## src/rtl/lcd_pkg.sv

```systemverilog
// Shared types and HD44780 command constants for the LCD frame scheduler.
package lcd_pkg;

    typedef enum logic [2:0] {
        PWR_WAIT,
        INIT,
        LINE_ADDR,
        CHAR_FETCH,
        CHAR_WRITE,
        FRAME_END
    } state_t;

    typedef enum logic [1:0] {
        P_IDLE,
        P_SETUP,
        P_PULSE,
        P_WAIT
    } phy_state_t;

    localparam logic [7:0] CMD_FUNC_SET = 8'h38;
    localparam logic [7:0] CMD_DISP_ON  = 8'h0C;
    localparam logic [7:0] CMD_ENTRY    = 8'h06;
    localparam logic [7:0] CMD_CLEAR    = 8'h01;
    localparam logic [7:0] CMD_LINE0    = 8'h80;
    localparam logic [7:0] CMD_LINE1    = 8'hC0;

    // Mode blocks register their char one cycle after index changes.
    localparam int unsigned FETCH_CYC = 2;

    function automatic int unsigned max_of(input int unsigned a, input int unsigned b);
        return (a > b) ? a : b;
    endfunction

    function automatic logic [7:0] init_cmd(input logic [1:0] i);
        case (i)
            2'd0:    return CMD_FUNC_SET;
            2'd1:    return CMD_DISP_ON;
            2'd2:    return CMD_ENTRY;
            default: return CMD_CLEAR;
        endcase
    endfunction

endpackage

```

## src/rtl/lcd_frame_scheduler_if.sv

```systemverilog
// HD44780 parallel bus driven by the frame scheduler.
interface lcd_frame_scheduler_if;
    logic       lcd_e;
    logic       lcd_rs;
    logic       lcd_rw;
    logic [7:0] lcd_data;

    modport master (output lcd_e, output lcd_rs, output lcd_rw, output lcd_data);
    modport slave  (input  lcd_e, input  lcd_rs, input  lcd_rw, input  lcd_data);
endinterface

```

## src/rtl/lcd_write_phy.sv

```systemverilog
// Single-byte HD44780 write strobe: setup, E pulse, post-write wait, then done.
module lcd_write_phy
    import lcd_pkg::*;
#(
    parameter int unsigned SETUP_CYC     = 3,
    parameter int unsigned E_PW_CYC      = 25,
    parameter int unsigned CHAR_WAIT_CYC = 2500,
    parameter int unsigned CLR_WAIT_CYC  = 100000,
    parameter int unsigned CNT_W         = 17
) (
    input  logic       clk,
    input  logic       rst,
    input  logic       start,
    input  logic [7:0] wr_byte,
    input  logic       wr_rs,
    output logic       lcd_e,
    output logic       lcd_rs,
    output logic [7:0] lcd_data,
    output logic       done
);

    phy_state_t       state;
    logic [CNT_W-1:0] cnt;

    always_ff @(posedge clk) begin
        if (!rst) begin
            state    <= P_IDLE;
            cnt      <= '0;
            lcd_e    <= 1'b0;
            lcd_rs   <= 1'b0;
            lcd_data <= '0;
            done     <= 1'b0;
        end else begin
            done <= 1'b0;
            case (state)
                P_IDLE: begin
                    if (start) begin
                        lcd_data <= wr_byte;
                        lcd_rs   <= wr_rs;
                        cnt      <= CNT_W'(SETUP_CYC - 1);
                        state    <= P_SETUP;
                    end
                end
                P_SETUP: begin
                    if (cnt == '0) begin
                        lcd_e <= 1'b1;
                        cnt   <= CNT_W'(E_PW_CYC - 1);
                        state <= P_PULSE;
                    end else begin
                        cnt <= cnt - 1'b1;
                    end
                end
                P_PULSE: begin
                    if (cnt == '0) begin
                        lcd_e <= 1'b0;
                        // Clear-display needs the long execution wait.
                        cnt   <= (!lcd_rs && lcd_data == CMD_CLEAR) ? CNT_W'(CLR_WAIT_CYC - 1)
                                                                   : CNT_W'(CHAR_WAIT_CYC - 1);
                        state <= P_WAIT;
                    end else begin
                        cnt <= cnt - 1'b1;
                    end
                end
                P_WAIT: begin
                    if (cnt == '0) begin
                        done  <= 1'b1;
                        state <= P_IDLE;
                    end else begin
                        cnt <= cnt - 1'b1;
                    end
                end
                default: state <= P_IDLE;
            endcase
        end
    end

endmodule

```

## src/rtl/lcd_frame_scheduler.sv

```systemverilog
// Refreshes a 2x16 HD44780 display from one of four mode blocks, frame after frame.
module lcd_frame_scheduler
    import lcd_pkg::*;
#(
    parameter int unsigned PWRUP_CYC     = 750000,
    parameter int unsigned E_PW_CYC      = 25,
    parameter int unsigned SETUP_CYC     = 3,
    parameter int unsigned CHAR_WAIT_CYC = 2500,
    parameter int unsigned CLR_WAIT_CYC  = 100000
) (
    input  logic                   clk,
    input  logic                   rst,
    input  logic [1:0]             mode_sel,
    input  logic [7:0]             char_clk,
    input  logic [7:0]             char_stop,
    input  logic [7:0]             char_alarm,
    input  logic [7:0]             char_set,
    output logic [4:0]             index,
    output logic                   frame_done,
    lcd_frame_scheduler_if.master  lcd
);

    localparam int unsigned MAX_CYC = max_of(max_of(max_of(PWRUP_CYC, E_PW_CYC),
                                                    max_of(SETUP_CYC, CHAR_WAIT_CYC)),
                                             CLR_WAIT_CYC);
    localparam int unsigned CNT_W   = $clog2(MAX_CYC + 1);

    state_t           state;
    logic [CNT_W-1:0] cnt;
    logic [1:0]       init_idx;
    logic [1:0]       mode_q;
    logic             issued;
    logic             wr_start;
    logic             wr_rs;
    logic [7:0]       wr_byte;
    logic             wr_done;
    logic [7:0]       char_sel;
    logic             phy_e;
    logic             phy_rs;
    logic [7:0]       phy_data;

    always_comb begin
        char_sel = char_clk;
        case (mode_q)
            2'd0:    char_sel = char_clk;
            2'd1:    char_sel = char_stop;
            2'd2:    char_sel = char_alarm;
            default: char_sel = char_set;
        endcase
    end

    always_ff @(posedge clk) begin
        if (!rst) begin
            state      <= PWR_WAIT;
            cnt        <= '0;
            init_idx   <= '0;
            mode_q     <= '0;
            index      <= '0;
            issued     <= 1'b0;
            wr_start   <= 1'b0;
            wr_rs      <= 1'b0;
            wr_byte    <= '0;
            frame_done <= 1'b0;
        end else begin
            wr_start   <= 1'b0;
            frame_done <= 1'b0;
            case (state)
                PWR_WAIT: begin
                    if (cnt == CNT_W'(PWRUP_CYC - 1)) begin
                        cnt   <= '0;
                        state <= INIT;
                    end else begin
                        cnt <= cnt + 1'b1;
                    end
                end
                INIT: begin
                    if (!issued) begin
                        wr_start <= 1'b1;
                        wr_byte  <= init_cmd(init_idx);
                        wr_rs    <= 1'b0;
                        issued   <= 1'b1;
                    end else if (wr_done) begin
                        issued <= 1'b0;
                        if (init_idx == 2'd3) begin
                            init_idx <= '0;
                            state    <= LINE_ADDR;
                        end else begin
                            init_idx <= init_idx + 2'd1;
                        end
                    end
                end
                LINE_ADDR: begin
                    if (!issued) begin
                        // Mode is frozen for a whole frame at the line-0 address write.
                        if (index == 5'd0) mode_q <= mode_sel;
                        wr_start <= 1'b1;
                        wr_byte  <= index[4] ? CMD_LINE1 : CMD_LINE0;
                        wr_rs    <= 1'b0;
                        issued   <= 1'b1;
                    end else if (wr_done) begin
                        issued <= 1'b0;
                        cnt    <= '0;
                        state  <= CHAR_FETCH;
                    end
                end
                CHAR_FETCH: begin
                    if (cnt == CNT_W'(FETCH_CYC - 1)) begin
                        cnt     <= '0;
                        wr_byte <= char_sel;
                        wr_rs   <= 1'b1;
                        state   <= CHAR_WRITE;
                    end else begin
                        cnt <= cnt + 1'b1;
                    end
                end
                CHAR_WRITE: begin
                    if (!issued) begin
                        wr_start <= 1'b1;
                        issued   <= 1'b1;
                    end else if (wr_done) begin
                        issued <= 1'b0;
                        if (index == 5'd31) begin
                            index      <= '0;
                            frame_done <= 1'b1;
                            state      <= FRAME_END;
                        end else begin
                            index <= index + 5'd1;
                            state <= (index == 5'd15) ? LINE_ADDR : CHAR_FETCH;
                        end
                    end
                end
                FRAME_END: state <= LINE_ADDR;
                default:   state <= PWR_WAIT;
            endcase
        end
    end

    lcd_write_phy #(
        .SETUP_CYC     (SETUP_CYC),
        .E_PW_CYC      (E_PW_CYC),
        .CHAR_WAIT_CYC (CHAR_WAIT_CYC),
        .CLR_WAIT_CYC  (CLR_WAIT_CYC),
        .CNT_W         (CNT_W)
    ) u_phy (
        .clk      (clk),
        .rst      (rst),
        .start    (wr_start),
        .wr_byte  (wr_byte),
        .wr_rs    (wr_rs),
        .lcd_e    (phy_e),
        .lcd_rs   (phy_rs),
        .lcd_data (phy_data),
        .done     (wr_done)
    );

    assign lcd.lcd_e    = phy_e;
    assign lcd.lcd_rs   = phy_rs;
    assign lcd.lcd_data = phy_data;
    assign lcd.lcd_rw   = 1'b0;

endmodule

```

## src/flat_wrapper.sv

```systemverilog
// flat-port wrapper written by rule: the top's interface ports become plain ports
module lcd_frame_scheduler_flat import lcd_pkg::*;
#(
    parameter int unsigned PWRUP_CYC     = 750000,
    parameter int unsigned E_PW_CYC      = 25,
    parameter int unsigned SETUP_CYC     = 3,
    parameter int unsigned CHAR_WAIT_CYC = 2500,
    parameter int unsigned CLR_WAIT_CYC  = 100000
)
  (clk, rst, mode_sel, char_clk, char_stop, char_alarm, char_set, index, frame_done, lcd_lcd_e, lcd_lcd_rs, lcd_lcd_rw, lcd_lcd_data);
  lcd_frame_scheduler_if lcd_i ();
  input  logic clk;
  input  logic rst;
  input  logic [1:0] mode_sel;
  input  logic [7:0] char_clk;
  input  logic [7:0] char_stop;
  input  logic [7:0] char_alarm;
  input  logic [7:0] char_set;
  output logic [4:0] index;
  output logic frame_done;
  output wire logic [$bits(lcd_i.lcd_e)-1:0] lcd_lcd_e;
  output wire logic [$bits(lcd_i.lcd_rs)-1:0] lcd_lcd_rs;
  output wire logic [$bits(lcd_i.lcd_rw)-1:0] lcd_lcd_rw;
  output wire logic [$bits(lcd_i.lcd_data)-1:0] lcd_lcd_data;
  assign lcd_lcd_e = lcd_i.lcd_e;
  assign lcd_lcd_rs = lcd_i.lcd_rs;
  assign lcd_lcd_rw = lcd_i.lcd_rw;
  assign lcd_lcd_data = lcd_i.lcd_data;
  lcd_frame_scheduler #(.PWRUP_CYC(PWRUP_CYC), .E_PW_CYC(E_PW_CYC), .SETUP_CYC(SETUP_CYC), .CHAR_WAIT_CYC(CHAR_WAIT_CYC), .CLR_WAIT_CYC(CLR_WAIT_CYC)) u_core (.clk(clk), .rst(rst), .mode_sel(mode_sel), .char_clk(char_clk), .char_stop(char_stop), .char_alarm(char_alarm), .char_set(char_set), .index(index), .frame_done(frame_done), .lcd(lcd_i));
endmodule
```

## config.mk

```make
export PLATFORM = sky130hd
export DESIGN_NAME = lcd_frame_scheduler_flat
export DESIGN_NICKNAME = d
export VERILOG_FILES = /design/src/rtl/lcd_pkg.sv /design/src/rtl/lcd_frame_scheduler_if.sv /design/src/rtl/lcd_write_phy.sv /design/src/rtl/lcd_frame_scheduler.sv /design/src/flat_wrapper.sv
export SDC_FILE = /design/constraint.sdc
export NUM_CORES = 1
export LEC_CHECK = 0
export CORE_MARGIN = 2
export CORE_UTILIZATION = 51
export DETAILED_ROUTE_END_ITERATION = 7
export PLACE_DENSITY = 0.77
export SLEW_MARGIN = 20
export SYNTH_ARGS = -nofsm -noshare
export SYNTH_HDL_FRONTEND = slang
export SYNTH_SLANG_ARGS = --single-unit
```

## constraint.sdc

```tcl
create_clock -name clk -period 2.18 [get_ports clk]
set_clock_uncertainty 0.05 [all_clocks]
set_input_delay 0.545 -clock clk [delete_from_list [all_inputs] [get_ports clk]]
set_output_delay 0.545 -clock clk [all_outputs]
set_load 0.02 [all_outputs]
```

## After elaboration in Yosys (flattened, before gate mapping)

Cells that the tools add are included.

- Register bits after elaboration: 77
- Logic and storage cells: 132
- Input port bits: 36
- Output and inout port bits: 17

- Mux-type cells: 48
- Equal/unequal tests: 35
- Reduce and logical (&&, ||, !) cells: 28
- Bitwise logic cells: 1
- $add $sub $neg: 4

Operator list:

| kind | count |
|---|---|
| 2-to-1 mux 20 bit | 8 |
| case mux 20 bit (4 select lines) | 1 |
| case mux 20 bit (3 select lines) | 1 |
| case mux 8 bit (3 select lines) | 2 |
| 2-to-1 mux 3 bit | 10 |
| 2-to-1 mux 8 bit | 3 |
| adder 20 x 1 -> 20 bit, second input constant | 1 |
| == test 20 x 1 -> 1 bit, second input constant | 1 |
| == test 20 bit, second input constant | 1 |
| logical NOT 20 bit | 1 |
| inequality test 2 bit, second input constant | 10 |
| subtractor 20 x 1 -> 20 bit, second input constant | 1 |
| case mux 3 bit (6 select lines) | 1 |
| case mux 6 bit (3 select lines) | 1 |
| AND reduction 3 bit | 6 |
| 2-to-1 mux 17 bit | 1 |
| inequality test 2 x 1 -> 1 bit, second input constant | 7 |
| AND reduction 4 bit | 3 |
| == test 2 bit, second input constant | 5 |
| 2-to-1 mux 1 bit | 10 |
| 2-to-1 mux 2 bit | 5 |
| AND reduction 9 bit | 1 |
| == test 8 x 1 -> 1 bit, second input constant | 1 |
| case mux 2 bit (4 select lines) | 1 |
| other kinds (22) | 34 |

## Longest topological paths before layout

Gate-level depths: netlist (run 1).

- Depth in word-level cells: 6
- Mapped depth: 9
- Gate-level depth less buffers: 7

## Cells and area by module

A second synthesis (run 1) with hierarchy kept.

- Cells, all modules: 562
- Area, all modules: 4611.9 sq um

By module, submodules not included:

| module | seq. area each (sq um) | cells an instance | area an instance (sq um) | times used |
|---|---|---|---|---|
| lcd_frame_scheduler | 880.8 | 305 | 2556.2 | 1 |
| lcd_write_phy | 660.6 | 257 | 2055.7 | 1 |

## Least setup slack after synthesis (run 1)

No wires, ideal clock.

- Path type: reg-to-reg
- Start: reg u_core.u_phy.state[0]
- End: reg u_core.u_phy.cnt[9]
- Buffers on the path: 1
- Path slack: 0.017 ns
- Library setup time: 0.086 ns
- Arrival: 2.026 ns
- Required time: 2.044 ns
- Period minus slack after synthesis: 2.163 ns
- Stages on the path, launching flop included: 9
- Cell sequence: dfxtp_1 > inv_1 > ha_1 > buf_2 > nor4b_1 > nand3_1 > or3_1 > a211o_1 > a221oi_2

- Cells in the longest elaborated chain, start to end: 3
- Elaborated cells between the ends (all ways): 8
- Those cells by class: eq/ne (5); mux (1); reduce/logical (2)

Ends and longest elaborated chain:

| what | RTL line | text |
|---|---|---|
| from (decl) | lcd_write_phy.sv:22 | `phy_state_t state;` |
| from (signal assigned) | lcd_write_phy.sv:27 | `state <= P_IDLE;` |
| from (signal assigned) | lcd_write_phy.sv:41 | `state <= P_SETUP;` |
| from (signal assigned) | lcd_write_phy.sv:48 | `state <= P_PULSE;` |
| == test 2 bit or logical NOT 2 bit (tied branches) | lcd_write_phy.sv:35 | `case (state)` |
| inequality test 2 bit (no line) or inequality test 2 x 1 -> 1 bit (tied branches) | -- |  |
| AND reduction 2 bit (no line) | -- |  |
| to (signal assigned) | lcd_write_phy.sv:40 | `cnt <= CNT_W'(SETUP_CYC - 1);` |
| to (signal assigned) | lcd_write_phy.sv:47 | `cnt <= CNT_W'(E_PW_CYC - 1);` |
| to (signal assigned) | lcd_write_phy.sv:50 | `cnt <= cnt - 1'b1;` |
| to (decl) | lcd_write_phy.sv:23 | `logic [CNT_W-1:0] cnt;` |

Parallel ways exist; a longest one is shown, timed or not.
A chain may end at the register's enable or synchronous reset.

## Worst setup path after layout (run 1)

- Start: reg u_core.u_phy.cnt[1]
- End: reg u_core.u_phy.cnt[7]

- Cells in the longest elaborated chain, start to end: 3
- Elaborated cells between the ends (all ways): 8
- Those cells by class: add/sub (1); eq/ne (1); mux (4); reduce/logical (2)

Ends and longest elaborated chain:

| what | RTL line | text |
|---|---|---|
| subtractor 20 x 1 -> 20 bit or logical NOT 20 bit (tied branches) | -- |  |
| 2-to-1 mux 20 bit, or another cell as far along | lcd_write_phy.sv:65 | `if (cnt == '0) begin` |
| case mux 20 bit (4 select lines) or AND reduction 2 bit (tied branches) | -- |  |

Parallel ways exist; a longest one is shown, timed or not. The select of a mux whose other input is x is not followed.

==> results of run 1 <==
==> final timing paths <==
kind                                                  to  depth (start not counted)  slack (ns)
worst max-delay path                 u_core.u_phy.cnt[7]                          8        0.02
worst min-delay path            u_core.u_phy.lcd_data[7]                          2        0.42
worst max register to register       u_core.u_phy.cnt[7]                          8        0.02
worst min register to register  u_core.u_phy.lcd_data[7]                          2        0.42
==> final cells by class <==
class	instances	area share
repair buffers	97	0.154
clock inverters	6	0.0197
multi-input cells	398	0.495
well taps	108	0.0239
clock buffers	10	0.0226
flip-flops and latches	77	0.273
inverters	18	0.0119
==> metrics by stage <==
stage / setup TNS, ns / std cells / power [mW]
2_1_floorplan: 0 / 527 / 2.51
3_3_place_gp: 0 / 694 / 2.96
3_5_place_dp: 0 / 694 / 3.00
4_1_cts: 0 / 710 / 4.30
5_1_grt: -0.0392 / 714 / 4.64
6_report: 0 / 714 / 4.45
==> cell usage after synthesis (7+ instances only) <==
| master | count |
|---|---|
| nor4_1 | 8 |
| mux2i_1 | 8 |
| nand4_1 | 16 |
| nor2b_1 | 8 |
| o21ai_0 | 12 |
| nand2_1 | 32 |
| xor2_1 | 16 |
| a21oi_1 | 31 |
| inv_1 | 18 |
| a211oi_1 | 12 |
| nand3_1 | 31 |
| and3_1 | 7 |
| dfxtp_1 | 77 |
| mux4_2 | 8 |
| o211ai_1 | 7 |
| nor2_1 | 62 |
| clkbuf_1 | 17 |
| ha_1 | 18 |
| a31oi_1 | 12 |
| buf_2 | 11 |
| nor3_1 | 22 |
==> placed cells by master, fill, tap and decap left out, drive strengths merged, types with 7 or more instances in the layout <==
cell type and count:
a211oi 12, a21oi 31, a31oi 13, and3 7, buf 46, clkbuf 10
clkdlybuf4s50 51, dfxtp 77, ha 18, inv 18, mux2i 8, mux4 8
nand2 32, nand3 31, nand4 17, nor2 63, nor2b 8, nor3 24
nor4 10, o211ai 8, o21ai 16, o31ai 7, xor2 16
==> critical path, cell delays in order, from the launching register on <==
cell and delay [ns]:
dfxtp_2 0.35, inv_1 0.07, ha_1 0.14, nor4b_4 0.33
and4_4 0.33, a21boi_1 0.14, buf_4 0.17, o31ai_1 0.27
o211ai_1 0.15
==> cells by family (layout without fill, tap and decap cells) <==
logic type      Yosys count  in the layout  synth area share
simple gates            222            222             0.264
compound gates          123            123             0.197
flops                    77             77             0.344
buf+inv                  52            131            0.0500
fa+ha+maj                18             18            0.0503
xor+xnor                 18             18            0.0352
mux                      16             16            0.0581
other cells               1              1          0.000837
==> repair_timing <==
item,in CTS,in global routing
setup buffers,0,4
setup endpoints to repair,1,26
cloned,0,0
resized for setup,1,19
pin swaps,0,3
==> sequential cells by signal, summed over array words and instances, names as in the netlist <==
register	count
u_core.frame_done	1
u_core.u_phy.state	2
u_core.u_phy.lcd_rs	1
u_core.state	3
u_core.cnt	20
u_core.issued	1
u_core.u_phy.done	1
u_core.u_phy.lcd_e	1
u_core.u_phy.lcd_data	8
u_core.wr_start	1
u_core.init_idx	2
u_core.u_phy.cnt	20
u_core.wr_rs	1
u_core.mode_q	2
u_core.index	5
u_core.wr_byte	8
==> power breakdown <==
part | switching, mW | leakage [nW] | internal, mW
Clock | 0.557 | 0.116 | 0.761
Sequential | 0.0677 | 0.622 | 1.46
Combinational | 0.922 | 1.39 | 0.687
Total | 1.55 | 2.13 | 2.90
==> routing by layer <==
layer	wire [um]	track usage
met1	4640	0.273
met2	5820	0.411
met3	619	0.0444
met4	287	0.100
met5	0	0
==> qor.yml, run 1 <==
outcome:
  outcome: "finished clean"
clock_network:
  cts_buffers: 9
  clk_pin_slew_ns: 0.09
  ctsHtreeMaxLevel: 3
  clock_path_buffers: 2
  holdBufCountCts: 0
  cts_sinks: 77
  clock_latency_ns: 0.36
  root_buffer: "clkbuf_8"
  cts_tree: "built"
logic_synthesis:
  synth.net_count: 581
  yosys_register_bits: 77
  synth_largest_area_cell: "dfxtp_1"
  synthArstFlopShare: 0
  netlist_area_um2: 4480
  synthCells: 527
  ys.flop_type: "dfxtp_1"
  syn_avg_cell_area_um2: 8.50
  synth_edf_count: 0
  yosysUniqueCellTypes: 73
  synth_area_leaders: "dfxtp_1 34%, nor2_1 5.2%, ha_1 5.0%, mux4_2 4.0%, a21oi_1 3.5%"
  synth_top_cell_area_share: 0.344
  ys_warn_count: 0
  ys_seq_area_frac: 0.344
drt:
  drt-initial-drc-count: 243
  drcViolationCount: 0
  ant_nets: 0
  dr.pass1.iters: 5
  wire_per_inst_um: 15.9
  wl_mm: 11.4
  viasPerCell: 6.06
  num_vias: 4328
place:
  gp_congestion: 0.916
  io_buffers: 51
  dpl.hpwl_mm: 8.30
  placed_area_um2: 5300
  dpl_worst_slack_ns: 0.0272
power:
  power_density_nw_per_um2: 787
  p_leak_nw: 2.13
  ir_worst_vdd_v: 0.000509
finish:
  fill_cells: 691
  final_core_util: 0.655
  area_growth_pct: 26.2
  design_area_um2: 5650
  multi_input_area_um2: 2800
  nets: 655
  register_area_um2: 1540
  drive_gt1_frac: 0.170
  diodes: 0
critical_path:
  cp_max_fo: 5
  critical_path_required_ns: 2.35
  crit_arrival_ns: 2.33
  worstSetupEndpointType: "register"
  reg2reg_from: "u_core.u_phy.cnt[1]"
  start_kind: "register"
  crit_type: "reg2reg"
  startpoint: "u_core.u_phy.cnt[1]"
sta:
  fin_crit_sh: 0.989
  worst_hold_slack_ns: 0.416
  fin_crit_ns: 2.16
  fin_ws_ns: 0.0244
  max_freq_mhz: 464
  setup_viol: 0
  final-hold-violation-count: 0
  report.final.slew_viol_count: 0
floorplan:
  start_util: 0.519
  io_pins: 53
  dieArea_um2: 9550
  die_y_um: 97.7
  dieWidth_um: 97.7
  num_rows: 34
  core-area_um2: 8640
global_routing:
  grt_pass1_wl_mm: 18.6
  grt_pass1_vias: 4146
  grt_max_degree: 33
  antenna_found_initial: 0
  grt-ovfl-total: 0
  grt.total_usage: 0.232
worst_hold_path:
  hp-start: "u_core.wr_byte[7]"
  hp-class: "reg2reg"
run:
  maxCapViolCount: 0
No activity file was read; power rests on OpenSTA's default activity.
==> inputs of run 2 (changes only) <==
- GPL_ROUTABILITY_DRIVEN: unset -> 0
==> qor.yml, run 2 (synthesized netlist as in run 1, its figures left out) <==
drt:
  wl_mm: 11.4  # about the same
  ant_nets: 0  # unchanged
  viasPerCell: 6.14  # was 6.06
  drt-initial-drc-count: 242  # was 243
  wl_met2_mm: 5.65  # was 5.82 mm
  num_vias: 4389  # was 4328
  wl_met3_um: 644  # was 619 um
  dr.pass1.iters: 7  # was 5
  wl_met1_mm: 4.72  # was 4.64 mm
  routed.top_layer: "met4"  # unchanged
  drcViolationCount: 0  # unchanged
  wire_per_inst_um: 15.9  # about the same
power:
  total_power_mw: 4.47  # was 4.45 mW
  p_leak_nw: 2.14  # was 2.13 nW
  ir_worst_vdd_v: 0.000451  # was 0.000509 V
  power_density_nw_per_um2: 787  # about the same
clock_network:
  clk_pin_slew_ns: 0.08  # was 0.09 ns
  cts_tree: "built"  # unchanged
  clock_latency_ns: 0.34  # was 0.36 ns
  clock_path_buffers: 2  # unchanged
  root_buffer: "clkbuf_8"  # unchanged
  cts_buffers: 9  # unchanged
  cts_sinks: 77  # unchanged
  ctsHtreeMaxLevel: 3  # unchanged
critical_path:
  cp_max_fo: 9  # was 5
  critical_path_required_ns: 2.36  # was 2.35 ns
  crit_type: "reg2reg"  # unchanged
  worstSetupEndpointType: "register"  # unchanged
  start_kind: "register"  # unchanged
  crit_arrival_ns: 2.32  # was 2.33 ns
sta:
  fin_crit_ns: 2.14  # was 2.16 ns
  timing.slew.headroom: 0.635
  worst_pin_slew_ns: 0.546
  max_freq_mhz: 467  # was 464 MHz
  worst_hold_slack_ns: 0.424  # was 0.416 ns
  final-hold-violation-count: 0  # unchanged
  fin_crit_sh: 0.982  # was 0.989
  report.final.slew_viol_count: 0  # unchanged
  setup_viol: 0  # unchanged
  fin_tns_setup_ns: 0  # unchanged
  fin_ws_ns: 0.0387  # was 0.0244 ns
finish:
  final_common_cell: "dfxtp_1"  # unchanged
  multi_input_area_um2: 2780  # was 2800 um^2
  fill_cells: 692  # was 691
  design_area_um2: 5680  # was 5650 um^2
  final_core_util: 0.658  # was 0.655
  diodes: 0  # unchanged
  reg_top3: "u_core.cnt: 20 flops, u_core.u_phy.cnt: 20 flops"  # unchanged
  nets: 657  # was 655
  stdcell_count: 715  # was 714
  final_cell_mix: "75 x dfxtp_1, 62 x nor2_1, 51 x clkdlybuf4s50_1, 46 x buf_4, 32 x nand2_1"  # was 75 x dfxtp_1, 62 x nor2_1, 51 x clkdlybuf4s50_1, 45 x buf_4, 32 x nand2_1
  drive_gt1_frac: 0.168  # was 0.170
  register_area_um2: 1550  # was 1540 um^2
  area_growth_pct: 26.9  # was 26.2%
global_routing:
  grt.total_usage: 0.237  # was 0.232
  grt_pass1_wl_mm: 18.9  # was 18.6 mm
  grt_max_degree: 21  # was 33
  grt_pass1_vias: 4261  # was 4146
  grt-ovfl-total: 0  # unchanged
  antenna_found_initial: 0  # unchanged
floorplan:
  num_rows: 34  # unchanged
  io_pins: 53  # unchanged
  start_util: 0.519  # unchanged
  dieArea_um2: 9550  # unchanged
  core-area_um2: 8640  # unchanged
  dieWidth_um: 97.7  # unchanged
  die_y_um: 97.7  # unchanged
place:
  dp.cells: 696  # was 694
  io_buffers: 51  # unchanged
  dpl_worst_slack_ns: -0.0608  # was 0.0272 ns
  placed_area_um2: 5320  # was 5300 um^2
  dpl.hpwl_mm: 8.31  # was 8.30 mm
worst_hold_path:
  hp-class: "reg2reg"  # unchanged
outcome:
  outcome: "finished clean"  # unchanged
run:
  maxCapViolCount: 0  # unchanged
==> run 2: worst max-delay path, stage by stage (launching register included) <==
cell and delay, ns:
dfxtp_1 0.34, nor3_1 0.41, nand2_1 0.20, buf_4 0.21, nor4b_1 0.52, or2_2 0.22
o22ai_1 0.08
==> run 2: where the power goes <==
part | total (mW) | switching, mW | internal (mW) | leakage [nW]
registers | 1.51 | 0.0566 | 1.46 | 0.622
clock network | 1.41 | 0.536 | 0.872 | 0.126
logic | 1.55 | 0.926 | 0.624 | 1.39
total | 4.47 | 1.52 | 2.95 | 2.14
==> run 2: final timing paths <==
kind	from	cells past startpoint	slack [ns]	endpoint
hold reg to reg	u_core.wr_byte[3]	2	0.42	u_core.u_phy.lcd_data[3]
setup reg to reg	u_core.u_phy.cnt[10]	6	0.04	u_core.u_phy.cnt[3]
setup / recovery	u_core.u_phy.cnt[10]	6	0.04	u_core.u_phy.cnt[3]
hold / removal	u_core.wr_byte[3]	2	0.42	u_core.u_phy.lcd_data[3]
==> run 2: layout make-up <==
type                            instances  share of cell area
Multi-Input combinational cell        398               0.490
Sequential cell                        77               0.272
Timing Repair Buffer                   99               0.156
Clock inverter                          6              0.0240
Tap cell                              108              0.0238
Clock buffer                            9              0.0218
Inverter                               18              0.0128
==> run 2: layer usage <==
layer / GRT usage / vias up
met5: 0 / -
met2: 0.409 / 195
met4: 0.121 / 0
met3: 0.0501 / 40
li1: - / 2094
met1: 0.280 / 2060
==> run 2: timing repair <==
| item | CTS | global route |
|---|---|---|
| pin swaps | 0 | 5 |
| setup buffers | 0 | 4 |
| hold buffers | 0 | 0 |
| resized for setup | 3 | 17 |
| setup endpoints to repair | 4 | 24 |
